[src/rtl/i281_pkg.sv]
// Shared i281 definitions: fetch FSM states, default code address width,
// and the instruction word layout used by fetch and decode stages.
package i281_pkg;

  localparam int PC_W_DEFAULT = 6;

  // Instruction word field positions
  localparam int OPC_HI = 15;
  localparam int OPC_LO = 12;
  localparam int RX_HI  = 11;
  localparam int RX_LO  = 10;
  localparam int RY_HI  = 9;
  localparam int RY_LO  = 8;
  localparam int IMM_HI = 7;
  localparam int IMM_LO = 0;

  typedef enum logic [1:0] {
    IDLE    = 2'd0,
    FETCH   = 2'd1,
    CAPTURE = 2'd2,
    ISSUE   = 2'd3
  } fetch_state_t;

  // Packed view of a 16-bit code word; field order matches the positions above
  typedef struct packed {
    logic [3:0] opcode;
    logic [1:0] rx;
    logic [1:0] ry;
    logic [7:0] imm;
  } instr_t;

endpackage

[src/rtl/fetch_multicycle_if.sv]
// Fetch bus: code memory port, opcode-stage handshake and fetch status.
// master = fetch sequencer, slave = code memory / opcode stage side.
//   run, code_data, trigger, pc_load, pc_offset : into the sequencer
//   code_addr, opcode/immediate, instr_valid, pc, busy : out of the sequencer
interface fetch_multicycle_if #(
  parameter int PC_W = i281_pkg::PC_W_DEFAULT
);
  logic            run;
  logic [PC_W-1:0] code_addr;
  logic [15:0]     code_data;
  logic            opcode_next_instruction_trigger;
  logic            pc_load;
  logic [7:0]      pc_offset;
  logic [7:0]      output_to_multicycle_opcode;
  logic [7:0]      immediate;
  logic            instr_valid;
  logic [PC_W-1:0] pc;
  logic            busy;

  modport master (
    input  run, code_data, opcode_next_instruction_trigger, pc_load, pc_offset,
    output code_addr, output_to_multicycle_opcode, immediate, instr_valid, pc, busy
  );

  modport slave (
    output run, code_data, opcode_next_instruction_trigger, pc_load, pc_offset,
    input  code_addr, output_to_multicycle_opcode, immediate, instr_valid, pc, busy
  );
endinterface

[src/rtl/fetch_multicycle_pc_next_unit.sv]
// Combinational next-PC: pc + 1, or pc + 1 + sext(pc_offset) when pc_load.
// Result wraps modulo 2^PC_W.
//   pc        : current PC
//   pc_load   : select relative branch
//   pc_offset : signed 8-bit branch offset
//   pc_next   : next PC
module pc_next_unit #(
  parameter int PC_W = 6
) (
  input  logic [PC_W-1:0] pc,
  input  logic            pc_load,
  input  logic [7:0]      pc_offset,
  output logic [PC_W-1:0] pc_next
);
  // Size cast of a signed value sign-extends for wide PCs and truncates for
  // narrow ones; either way the sum is correct modulo 2^PC_W.
  assign pc_next = pc + PC_W'(1) + (pc_load ? PC_W'(signed'(pc_offset)) : '0);
endmodule

[src/rtl/fetch_multicycle.sv]
// i281 multicycle instruction fetch sequencer. Owns the PC, reads code memory
// (one-cycle read latency), and holds opcode/immediate bytes until the opcode
// stage pulses its next-instruction trigger.
//   clock : rising-edge clock
//   reset : synchronous active-low reset
//   bus   : fetch_multicycle_if master (memory port, handshake, status)
module fetch_multicycle
  import i281_pkg::*;
#(
  parameter int              PC_W     = PC_W_DEFAULT,
  parameter logic [PC_W-1:0] RESET_PC = '0
) (
  input  logic              clock,
  input  logic              reset,
  fetch_multicycle_if.master bus
);

  fetch_state_t    state;
  logic [PC_W-1:0] pc_q;
  logic [PC_W-1:0] pc_nxt;
  logic [7:0]      opc_q;
  logic [7:0]      imm_q;
  logic            vld_q;
  instr_t          word;

  assign word = bus.code_data;

  pc_next_unit #(.PC_W(PC_W)) u_pc_next (
    .pc        (pc_q),
    .pc_load   (bus.pc_load),
    .pc_offset (bus.pc_offset),
    .pc_next   (pc_nxt)
  );

  always_ff @(posedge clock) begin
    if (!reset) begin
      state <= IDLE;
      pc_q  <= RESET_PC;
      opc_q <= '0;
      imm_q <= '0;
      vld_q <= 1'b0;
    end else begin
      case (state)
        IDLE:    if (bus.run) state <= FETCH;
        // Memory samples code_addr on this edge; data is valid in CAPTURE
        FETCH:   state <= CAPTURE;
        CAPTURE: begin
          opc_q <= {word.opcode, word.rx, word.ry};
          imm_q <= word.imm;
          vld_q <= 1'b1;
          state <= ISSUE;
        end
        ISSUE: begin
          // run dropping here only stops the next fetch, never the held word
          if (bus.opcode_next_instruction_trigger) begin
            vld_q <= 1'b0;
            pc_q  <= pc_nxt;
            state <= bus.run ? FETCH : IDLE;
          end
        end
        default: state <= IDLE;
      endcase
    end
  end

  assign bus.code_addr                   = pc_q;
  assign bus.pc                          = pc_q;
  assign bus.output_to_multicycle_opcode = opc_q;
  assign bus.immediate                   = imm_q;
  assign bus.instr_valid                 = vld_q;
  assign bus.busy                        = (state != IDLE);

endmodule

[src/flat_wrapper.sv]
// flat-port wrapper written by rule: the top's interface ports become plain ports
module fetch_multicycle_flat import i281_pkg::*;
#(
  parameter int              PC_W     = PC_W_DEFAULT,
  parameter logic [PC_W-1:0] RESET_PC = '0
)
  (clock, reset, bus_run, bus_code_data, bus_opcode_next_instruction_trigger, bus_pc_load, bus_pc_offset, bus_code_addr, bus_output_to_multicycle_opcode, bus_immediate, bus_instr_valid, bus_pc, bus_busy);
  fetch_multicycle_if #(.PC_W(PC_W)) bus_i ();
  input  logic clock;
  input  logic reset;
  input wire logic [$bits(bus_i.run)-1:0] bus_run;
  input wire logic [$bits(bus_i.code_data)-1:0] bus_code_data;
  input wire logic [$bits(bus_i.opcode_next_instruction_trigger)-1:0] bus_opcode_next_instruction_trigger;
  input wire logic [$bits(bus_i.pc_load)-1:0] bus_pc_load;
  input wire logic [$bits(bus_i.pc_offset)-1:0] bus_pc_offset;
  output wire logic [$bits(bus_i.code_addr)-1:0] bus_code_addr;
  output wire logic [$bits(bus_i.output_to_multicycle_opcode)-1:0] bus_output_to_multicycle_opcode;
  output wire logic [$bits(bus_i.immediate)-1:0] bus_immediate;
  output wire logic [$bits(bus_i.instr_valid)-1:0] bus_instr_valid;
  output wire logic [$bits(bus_i.pc)-1:0] bus_pc;
  output wire logic [$bits(bus_i.busy)-1:0] bus_busy;
  assign bus_i.run = bus_run;
  assign bus_i.code_data = bus_code_data;
  assign bus_i.opcode_next_instruction_trigger = bus_opcode_next_instruction_trigger;
  assign bus_i.pc_load = bus_pc_load;
  assign bus_i.pc_offset = bus_pc_offset;
  assign bus_code_addr = bus_i.code_addr;
  assign bus_output_to_multicycle_opcode = bus_i.output_to_multicycle_opcode;
  assign bus_immediate = bus_i.immediate;
  assign bus_instr_valid = bus_i.instr_valid;
  assign bus_pc = bus_i.pc;
  assign bus_busy = bus_i.busy;
  fetch_multicycle #(.PC_W(PC_W), .RESET_PC(RESET_PC)) u_core (.clock(clock), .reset(reset), .bus(bus_i));
endmodule
[config.mk]
export PLATFORM = sky130hd
export DESIGN_NAME = fetch_multicycle_flat
export DESIGN_NICKNAME = d
export VERILOG_FILES = /design/src/rtl/i281_pkg.sv /design/src/rtl/fetch_multicycle_if.sv /design/src/rtl/fetch_multicycle_pc_next_unit.sv /design/src/rtl/fetch_multicycle.sv /design/src/flat_wrapper.sv
export SDC_FILE = /design/constraint.sdc
export NUM_CORES = 1
export LEC_CHECK = 0
export CAP_MARGIN = 20
export CORE_MARGIN = 1
export CORE_UTILIZATION = 43
export DETAILED_ROUTE_END_ITERATION = 8
export PLACE_DENSITY = 0.8
export SYNTH_ARGS = -nofsm -noshare
export SYNTH_HDL_FRONTEND = slang
export SYNTH_SLANG_ARGS = --single-unit
[constraint.sdc]
create_clock -name clock -period 4.7 [get_ports clock]
set_input_delay 0.47 -clock clock [delete_from_list [all_inputs] [get_ports clock]]
set_output_delay 0.47 -clock clock [all_outputs]
set_load 0.01 [all_outputs]
## Word-level counts from Yosys, hierarchy flattened

Cells that the tools add are included.
Widths: inputs -> output; s select.

- Bits in registers: 25
- Bits of input ports: 29
- Output and inout bits: 30
- Word-level logic and storage cells: 25

- Add/sub/neg operators: 2
- Equality and inequality tests: 5
- Muxes and demuxes: 7
- Reductions and logical operators: 6

Operators with widths:

| operator | count |
|---|---|
| $pmux 2 s4 | 1 |
| $add 6x1->6 const B | 1 |
| $add 6x6->6 | 1 |
| $mux 6 | 1 |
| $reduce_and 2->1 | 3 |
| $eq 2x2->1 const B | 2 |
| $mux 2 | 2 |
| $ne 2x2->1 const B | 2 |
| $reduce_bool 2->1 | 2 |
| $eq 2x1->1 const B | 1 |
| $logic_not 2->1 | 1 |
| $mux 1 | 2 |
| $pmux 1 s2 | 1 |

## Longest topological paths before layout

Gate-level depths: netlist of the first run.

- Depth in word-level cells: 3
- Depth in mapped cells: 8
- Gate-level depth less buffers: 8

## Modules after synthesis

Synthesis of the first run repeated with hierarchy kept, for this count alone.

- Cells, all modules: 140
- Area total of the unflattened synthesis: 1282.5 sq um

Modules (own cells, without submodules):

| module | times used | cells an instance | area an instance (sq um) | sequential area each (sq um) |
|---|---|---|---|---|
| fetch_multicycle | 1 | 108 | 1039.7 | 500.5 |
| pc_next_unit | 1 | 32 | 242.7 | 0.0 |

## Least setup slack after synthesis of the first run

OpenSTA, ideal clock, no wires.

- Kind: input to register
- From: input bus_pc_offset[1]
- To: register u_core.pc_q[5], in the netlist u_core.bus.code_addr[5]
- Setup time: 0.072 ns
- Arrival: 1.775 ns
- Data required time: 4.628 ns
- Setup slack: 2.854 ns
- Stages on the path: 7
- Path buffers: 0
- Path through: and2_1 -> ha_1 -> nor2b_1 -> o21a_1 -> a31oi_2 -> mux2i_1 -> mux2i_1

- Word-level cells in the longest chain between the ends: 2

RTL lines:

| item | RTL line | source |
|---|---|---|
| start, declared | flat_wrapper.sv:15 | `input wire logic [$bits(bus_i.pc_offset)-1:0] bus_pc_offset;` |
| $mux 6 | fetch_multicycle_pc_next_unit.sv:17 | `assign pc_next = pc + PC_W'(1) + (pc_load ? PC_W'(signed'(pc_offset)) : '0);` |
| $add 6x6->6 | fetch_multicycle_pc_next_unit.sv:17 |  |
| end signal, assigned | fetch_multicycle.sv:57 | `pc_q <= pc_nxt;` |
| end, declared | fetch_multicycle.sv:19 | `logic [PC_W-1:0] pc_q;` |

No other way between the ends.
A chain may end at the register's enable or synchronous reset.

## Worst setup path after layout of the first run

- From: input bus_pc_load
- To: register u_core.pc_q[5], in the netlist u_core.bus.code_addr[5]

- Word-level cells in the longest chain between the ends: 2

RTL lines:

| item | RTL line | source |
|---|---|---|
| start, declared | flat_wrapper.sv:14 | `input wire logic [$bits(bus_i.pc_load)-1:0] bus_pc_load;` |
| $mux 6 | fetch_multicycle_pc_next_unit.sv:17 |  |
| $add 6x6->6 | fetch_multicycle_pc_next_unit.sv:17 |  |

No other way between the ends.

==> run metrics, run 1 <==
status=complete, no violations; Detailed Routing Iterations Pass 1=4; HPWL after DPL=2.08 mm; first-pass GRT wire length=4.69 mm; final setup fails=0; Reg2Reg Depth=8; CTS H-Tree Depth=1; Syn-to-layout area delta=45.2%; Worst Min Path Start=u_core.bus.code_addr[5]$_SDFFE_PN0P_; WS Path Type=in2reg; CP endpoint kind=flop; Num CTS Buffers=3; Netlist Area Pre-Place=1230 um^2; post-route ant nets=0; Sink Count=25; clk_lat worst skew=0.31 ns; Rows=19; fmax=0.458 GHz; GP Congestion=0.778; initial antenna violation count=0; final net count=221; Gate power share=45.0%; pwr dens=377 nW/um^2; DR WL/cell=12.5 um; CTS Hold Bufs=0; final worst-path cycle share=46.4%; Setup WS post-layout=2.52 ns; synth warn=0; Int Pwr=451 uW; relative slew slack=37.7%; Crit Reg-Reg Startpoint=u_core.bus.code_addr[0]$_SDFFE_PN0P_; # IOs=59; max-cap violations=0; TritonCTS clock tree=done; Cells after Synth=132; Yosys cell types=24; hold path depth=2; RSZ-0062 raised after global routing=no; Design Area, Final=1790 um^2; syn_nets=171; fin crit period=2.18 ns; drt drc=0; die width=55.5 um; startpoint type of the worst setup path=primary input; initial core utilization=45.0%; reg-to-reg slack, setup=2.95 ns; CP Max Fanout=7; Slew @ Worst Pin=0.934 ns; Via density=5.04; Avg Inst Size Synth=9.33 um^2; CTS max path bufs=2; register bit count reported by yosys=25; DR vias=1068; CTS root buffer=clkbuf_4; clk slew on worst S/H paths=0.13 ns; Req. time, crit path=4.95 ns; final number of hold-violating endpoints=0; setup total negative slack=0 ns; total grt overflow=0; vias in the first global route=1140; hold endpoint=u_core.bus.code_addr[5]$_SDFFE_PN0P_; Slew Viols, Final=0; Pleak=0.706 nW; layout cells sized above 1=2.76%; Die Y=55.5 um; Reg power frac=41.0%; largest net degree at the start of global routing=23; worst reg2reg path endpoint=u_core.bus.code_addr[4]$_SDFFE_PN0P_; final wirelength=2.64 mm; Post-Place Setup Slack=2.17 ns; most frequent cells in the layout=clkdlybuf4s50_1 (56), dfxtp_1 (25), nor2_1 (21); post-synthesis sequential area ratio=40.7%; commonest non-fill, non-tap cell in the layout=clkdlybuf4s50_1; core area=2730 um^2; Switch Pwr=224 uW; DRT iter0 DRCs=24; buffer count from post-CTS setup fixing=0; Worst VDD drop=0.295 mV; diode count=0; DP Area=1760 um^2; CTS resizes=0; PortBufs=56; GRT Util Overall=18.6%; switch share=33.2%; Worst Hold Class=reg2reg; Clk pwr share=14.1%; Die Area=3080 um^2; WP data arrival=2.44 ns; Worst Clk Skew=0.00153 ns; Min Hold Slack=0.502 ns
-- through the flow --
stage               power [mW]  instances  util [%]
CTS                      0.683        212      65.4
global placement         0.568        208      64.4
global route             0.723        212      65.4
detailed placement       0.587        208      64.4
floorplan                0.459        132         -
finish                   0.675        212      65.4
-- worst max-delay path, cell delays in order --
cell             delay [ns]
clkdlybuf4s50_1        0.56
and2_1                 0.20
ha_1                   0.23
nor2b_1                0.13
o21a_1                 0.19
a31oi_2                0.20
mux2i_1                0.25
mux2i_1                0.20
-- worst max-delay path by stage --
| stage | startpoint | end | slack (ns) | cells past startpoint |
|---|---|---|---|---|
| final | bus_pc_load | u_core.bus.code_addr[5]$_SDFFE_PN0P_ | 2.52 | 8 |
| after global routing | bus_pc_load | u_core.bus.code_addr[5]$_SDFFE_PN0P_ | 2.41 | 8 |
| after CTS | bus_pc_load | u_core.bus.code_addr[5]$_SDFFE_PN0P_ | 2.49 | 8 |
| after detailed placement | bus_pc_load | u_core.bus.code_addr[5]$_SDFFE_PN0P_ | 2.17 | 8 |
| after global placement | bus_pc_load | u_core.bus.code_addr[5]$_SDFFE_PN0P_ | 2.22 | 8 |
| after floorplan | bus_pc_offset[1] | u_core.bus.code_addr[5]$_SDFFE_PN0P_ | 2.85 | 7 |
-- flip-flops by register name, indices dropped and copies added, names as in the netlist --
register                                count
u_core.bus.immediate                        8
u_core.bus.code_addr                        6
u_core.bus.instr_valid                      1
u_core.state                                2
u_core.bus.output_to_multicycle_opcode      8
-- power by group through the flow --
stage	sequential (mW)	clock, mW	combinational, mW
2_1_floorplan	0.292	0	0.167
3_3_place_gp	0.278	0	0.290
3_5_place_dp	0.281	0	0.306
4_1_cts	0.277	0.0987	0.308
5_1_grt	0.282	0.107	0.335
6_report	0.276	0.0950	0.303
-- final cells by class --
| cell class | count | area, um^2 |
|---|---|---|
| clock buffers | 3 | 22.5 |
| clock inverters | 1 | 5.00 |
| fillers | 251 | 946 |
| inverters | 7 | 26.3 |
| multi-input cells | 89 | 634 |
| flip-flops and latches | 25 | 500 |
| well taps | 31 | 38.8 |
| repair buffers | 56 | 561 |
-- logic make-up after synthesis --
kind of cell	synth area share [%]
simple gates	14.8
flops	40.7
mux	15.4
buf+inv	7.83
compound gates	8.33
fa+ha+maj	10.8
xor+xnor	2.13
-- metal layers --
metal / GRT usage [%] / vias up / part of all wire [%]
met5: 0 / - / 0
li1: - / 531 / -
met4: 4.29 / 0 / 0.87
met3: 6.56 / 4 / 9.9
met1: 19.5 / 489 / 41
met2: 35.1 / 44 / 48
-- synthesized netlist by cell type --
library cell / number / area [um^2]
a21oi_1: 4 / 20.0
ha_1: 9 / 113
o21a_1: 1 / 7.51
buf_2: 2 / 10.0
a21o_1: 1 / 7.51
nand2_1: 9 / 33.8
nand2b_1: 1 / 6.26
a221oi_1: 1 / 8.76
xnor2_1: 1 / 8.76
fa_1: 1 / 20.0
a31oi_2: 1 / 12.5
nor2b_1: 2 / 12.5
inv_1: 7 / 26.3
clkbuf_1: 2 / 7.51
xor2_1: 2 / 17.5
dfxtp_1: 25 / 500
nand3_1: 4 / 20.0
o21ai_0: 3 / 15.0
nor2_1: 21 / 78.8
and2_1: 5 / 31.3
a2bb2oi_1: 1 / 8.76
a211oi_1: 3 / 22.5
buf_4: 7 / 52.6
mux2i_1: 19 / 190
Note: power is estimated with default switching activity, not from simulation.
==> run 2, diff against run 1 <==
--- a/config.mk
+++ b/config.mk
@@ -7,9 +7,9 @@
 export LEC_CHECK = 0
 export CAP_MARGIN = 20
 export CORE_MARGIN = 1
-export CORE_UTILIZATION = 43
+export CORE_UTILIZATION = 36
 export DETAILED_ROUTE_END_ITERATION = 8
-export PLACE_DENSITY = 0.8
+export PLACE_DENSITY = 0.71
 export SYNTH_ARGS = -nofsm -noshare
 export SYNTH_HDL_FRONTEND = slang
 export SYNTH_SLANG_ARGS = --single-unit
==> constraint.sdc (replaced) <==
create_clock -name clock -period 1.8 [get_ports clock]
set_input_delay 0.18 -clock clock [delete_from_list [all_inputs] [get_ports clock]]
set_output_delay 0.18 -clock clock [all_outputs]
set_load 0.01 [all_outputs]
==> run 2 against run 1 <==
Clock-buffer cell count unchanged. Clock skew up 0.0011 ns. Non-clock buffer count up 11. Wire length up 5.1%. Total power rose to 2.7 times the previous value. Critical path type unchanged. Sequential power rose to 2.6 times the previous value. Utilization down 5.4 points.
==> run metrics, run 2 (synthesis gave the netlist of run 1 again) <==
clk slew on worst S/H paths=0.14 ns; initial antenna violation count=0; WP data arrival=1.95 ns; final worst-path cycle share=93.9%; setup total negative slack=0 ns; DRT iter0 DRCs=16; Num CTS Buffers=3; post-layout util=60.0%; PortBufs=56; status=complete, no violations; Die Area=3660 um^2; first-pass GRT wire length=4.66 mm; GRT Util Overall=16.6%; initial core utilization=39.0%; GP Congestion=0.806; CTS root buffer=clkbuf_4; most frequent cells in the layout=clkdlybuf4s50_1 (54), dfxtp_1 (23), nor2_1 (21); relative slew slack=53.2%; layout cells sized above 1=9.38%; Worst Hold Class=in2reg; Syn-to-layout area delta=53.8%; Slew Viols, Final=0; WS Path Type=in2reg; RSZ-0062 raised after global routing=no; final number of hold-violating endpoints=0; CTS Hold Bufs=0; core area=3150 um^2; commonest non-fill, non-tap cell in the layout=clkdlybuf4s50_1; final net count=232; WP buf/inv=1; crit-path most repeated cell=mux2i_1; TritonCTS clock tree=done; diode count=0; slowest stage delay, CP=0.40 ns; Via density=4.61; Worst Clk Skew=0.00264 ns; HPWL after DPL=2.12 mm; CTS H-Tree Depth=1; vias in the first global route=1100; pwr dens=954 nW/um^2; # IOs=59; CP max-delay cell=clkdlybuf4s50_1; Req. time, crit path=2.06 ns; die width=60.5 um; Sink Count=25; largest net degree at the start of global routing=23; drt drc=0; CP cell instances=clkdlybuf4s50_1 > and2_1 > ha_1 > nor2b_1 > o21a_1 > a31oi_2 > mux2i_1 > mux2i_1; DR vias=1087; DR WL/cell=11.8 um; Rows=20; total grt overflow=0; final setup fails=0; Worst path top cell family by delay=multiplexers; max-cap violations=0; Worst VDD drop=0.556 mV; CP Max Fanout=2; buffer count from post-CTS setup fixing=0; CTS max path bufs=2; fin crit period=1.69 ns; Slew @ Worst Pin=0.701 ns; clk_lat worst skew=0.32 ns; Min Hold Slack=0.431 ns; Die Y=60.5 um; fmax=0.591 GHz; startpoint type of the worst setup path=primary input; CP endpoint kind=flop; final wirelength=2.78 mm; Pleak=0.772 nW; Detailed Routing Iterations Pass 1=4; post-route ant nets=0
[run 2: timing repair]
item	4_1_cts	5_1_grt
pin swaps	0	0
resized for setup	3	1
hold endpoints to repair	0	0
endpoints found under the setup margin	2	1
[run 2: final timing paths]
| path | from | end | slack, ns | cells after the start |
|---|---|---|---|---|
| setup / recovery | bus_pc_offset[1] | u_core.bus.code_addr[5]$_SDFFE_PN0P_ | 0.11 | 8 |
| hold / removal | bus_pc_load | u_core.bus.code_addr[0]$_SDFFE_PN0P_ | 0.43 | 4 |
| setup reg to reg | u_core.bus.code_addr[0]$_SDFFE_PN0P_ | u_core.bus.code_addr[4]$_SDFFE_PN0P_ | 0.11 | 8 |
| hold reg to reg | u_core.bus.code_addr[5]$_SDFFE_PN0P_ | u_core.bus.code_addr[5]$_SDFFE_PN0P_ | 0.49 | 2 |
[run 2: where the power goes]
| group | total (mW) | internal, mW | switching (mW) |
|---|---|---|---|
| Clock | 0.256 | 0.0849 | 0.171 |
| Sequential | 0.728 | 0.662 | 0.0664 |
| Combinational | 0.822 | 0.464 | 0.358 |
| Total | 1.81 | 1.21 | 0.595 |
[run 2: layout make-up]
| cell class | instances | area [um^2] |
|---|---|---|
| multi-input combinational | 89 | 634 |
| timing repair buffer | 67 | 644 |
| fill | 298 | 1260 |
| inverter | 7 | 26.3 |
| clock buffer | 3 | 22.5 |
| tap | 44 | 55.1 |
| sequential | 25 | 503 |
| clock inverter | 1 | 7.51 |
[run 2: worst min-delay path, cell delays in order]
cell	delay, ns
dlygate4sd2_1	0.28
nand2_1	0.08
ha_1	0.12
a211oi_1	0.06
[run 2: metrics by stage]
| step | setup slack, ns | area (um^2) | power, mW | instances |
|---|---|---|---|---|
| 2_1_floorplan | 0.152 | 1230 | 1.20 | 132 |
| 4_1_cts | 0.0186 | 1890 | 1.84 | 236 |
| 5_1_grt | 0.00177 | 1890 | 1.94 | 236 |
| 3_5_place_dp | -0.353 | 1860 | 1.57 | 232 |
| 6_report | 0.109 | 1890 | 1.81 | 236 |
| 3_3_place_gp | -0.293 | 1860 | 1.53 | 232 |
[run 2: per-layer routing]
metal	part of all wire [%]	up-vias	global-route usage, %
li1	-	553	-
met1	44	492	20.4
met2	49	40	30.0
met3	5.8	2	2.35
met4	0.68	0	4.87
met5	0	-	0
==> run 3, diff against run 2 <==
--- a/config.mk
+++ b/config.mk
@@ -6,6 +6,7 @@
 export NUM_CORES = 1
 export LEC_CHECK = 0
 export CAP_MARGIN = 20
+export CORE_ASPECT_RATIO = 0.9
 export CORE_MARGIN = 1
 export CORE_UTILIZATION = 36
 export DETAILED_ROUTE_END_ITERATION = 8
==> run 3 against run 2 <==
Final cell count shrank 0.85%. Hold slack better by 0.043 ns. Fmax down 0.99%. Largest power group unchanged. Clock-buffer cell count unchanged.
==> run metrics, run 3 (synthesis gave the netlist of run 1 again) <==
largest net degree at the start of global routing=23; Pleak=0.785 nW; Die Y=57.5 um; CTS Hold Bufs=0; WP buf/inv=3; fin crit period=1.71 ns; Clk pwr share=18.7%; status=complete, no violations; Reg2Reg Depth=6; DR WL/cell=12.1 um; total grt overflow=0; clk slew on worst S/H paths=0.09 ns; relative slew slack=57.0%; vias in the first global route=1083; first-pass GRT wire length=4.53 mm; pwr dens=981 nW/um^2; Min Hold Slack=0.475 ns; CP cell instances=inv_1 > ha_1 > inv_1 > clkdlybuf4s50_1; Num CTS Buffers=3; Syn-to-layout area delta=55.8%; Slew @ Worst Pin=0.644 ns; final number of hold-violating endpoints=0; final setup fails=0; GRT Util Overall=16.2%; HPWL after DPL=2.20 mm; Worst Hold Class=in2reg; Routed met3 length=149 um; Sink Count=25; clk_lat worst skew=0.27 ns; DRT iter0 DRCs=31; Req. time, crit path=1.62 ns; final worst-path cycle share=94.9%; final net count=232; FF/Latch Area=502 um^2; drt drc=0; diode count=0; slowest stage delay, CP=0.53 ns; fmax=0.586 GHz; crit-path most repeated cell=inv_1; multi-input logic area=643 um^2; Worst path top cell family by delay=buffers and inverters; Gate power share=42.9%; CP max-delay cell=clkdlybuf4s50_1; Rows=19; Top Layer Used=met4; CTS root buffer=clkbuf_8; die width=63.6 um; Slew Viols, Final=0; Via density=4.65; RSZ-0062 raised after global routing=no; met1 WL=1.25 mm; final wirelength=2.84 mm; commonest non-fill, non-tap cell in the layout=clkdlybuf4s50_1; instance count on the critical path=4; max-cap violations=0; Worst Clk Skew=0.00128 ns; most frequent cells in the layout=clkdlybuf4s50_1 (54), dfxtp_1 (24), nor2_1 (21); WP data arrival=1.53 ns; Worst VDD drop=0.518 mV; CP endpoint kind=output pin; wire length on met2=1.39 mm; Die Area=3660 um^2; post-route ant nets=0; fill count=284; CP Max Fanout=5; initial antenna violation count=0; switch share=32.5%; Detailed Routing Iterations Pass 1=4; CTS max path bufs=2; Reg power frac=38.4%; PortBufs=56; CTS H-Tree Depth=1; setup total negative slack=0 ns; layout cells sized above 1=10.4%; initial core utilization=38.9%; # IOs=59; startpoint type of the worst setup path=flop; hold path depth=4; DR vias=1089; TritonCTS clock tree=done; core area=3160 um^2; Int Pwr=1.27 mW; GP Congestion=0.852; Switch Pwr=612 uW; WS Path Type=reg2out
==> run 3: changes by cell type in the layout (fill, tap and decap cells not counted), sizes merged <==
| cell | previous run | this run |
|---|---|---|
| clkinvlp | 1 | 0 |
| inv | 7 | 8 |
==> run 3: timing repair <==
item / 4_1_cts / 5_1_grt
resized for setup: 1 / 5
cloned: 0 / 0
setup buffers: 0 / 1
endpoints found under the setup margin: 2 / 2
pin swaps: 1 / 2
==> run 3: per-stage QoR <==
stage,std cells,util [%],cell area (um^2),total power [mW],worst slack (ns)
6_report,234,60.7,1920,1.88,0.0924
3_5_place_dp,229,58.5,1850,1.54,-0.416
5_1_grt,234,60.7,1920,2.01,0.00186
4_1_cts,233,60.0,1900,1.90,0.0423
3_3_place_gp,229,58.5,1850,1.51,-0.288
2_1_floorplan,132,-,1230,1.20,0.152
==> run 3: power groups by stage <==
stage / clock network, mW / logic [mW] / registers, mW
after floorplan: 0 / 0.435 / 0.763
after global placement: 0 / 0.785 / 0.727
after detailed placement: 0 / 0.811 / 0.733
after CTS: 0.366 / 0.816 / 0.722
after global routing: 0.387 / 0.885 / 0.734
final: 0.352 / 0.808 / 0.722
==> run 3: layout make-up <==
class / instances / area share [%]
timing repair buffer: 67 / 33.6
tap: 42 / 2.74
clock buffer: 3 / 2.15
sequential: 25 / 26.2
inverter: 7 / 1.37
multi-input combinational: 89 / 33.5
clock inverter: 1 / 0.457
==> run 3: worst paths after layout <==
path                                               end  slack [ns]                            startpoint
setup / recovery                              bus_busy        0.09          u_core.state[1]$_SDFFE_PN0P_
hold / removal    u_core.bus.code_addr[0]$_SDFFE_PN0P_        0.47                           bus_pc_load
setup reg to reg  u_core.bus.code_addr[5]$_SDFFE_PN0P_        0.11  u_core.bus.code_addr[1]$_SDFFE_PN0P_
hold reg to reg   u_core.bus.code_addr[5]$_SDFFE_PN0P_        0.50  u_core.bus.code_addr[5]$_SDFFE_PN0P_
==> run 3: metal layers <==
metal,vias to the layer above,global-route usage [%]
li1,552,-
met1,492,18.5
met2,40,29.6
met3,5,3.00
met4,0,6.82
met5,-,0
==> run 3: worst register-to-register path: cells and delay by family, from the launching register on <==
family,cells,cell delay (ns)
mux,2,0.46
compound gates,2,0.41
flops,1,0.33
fa+ha+maj,1,0.28
simple gates,1,0.15
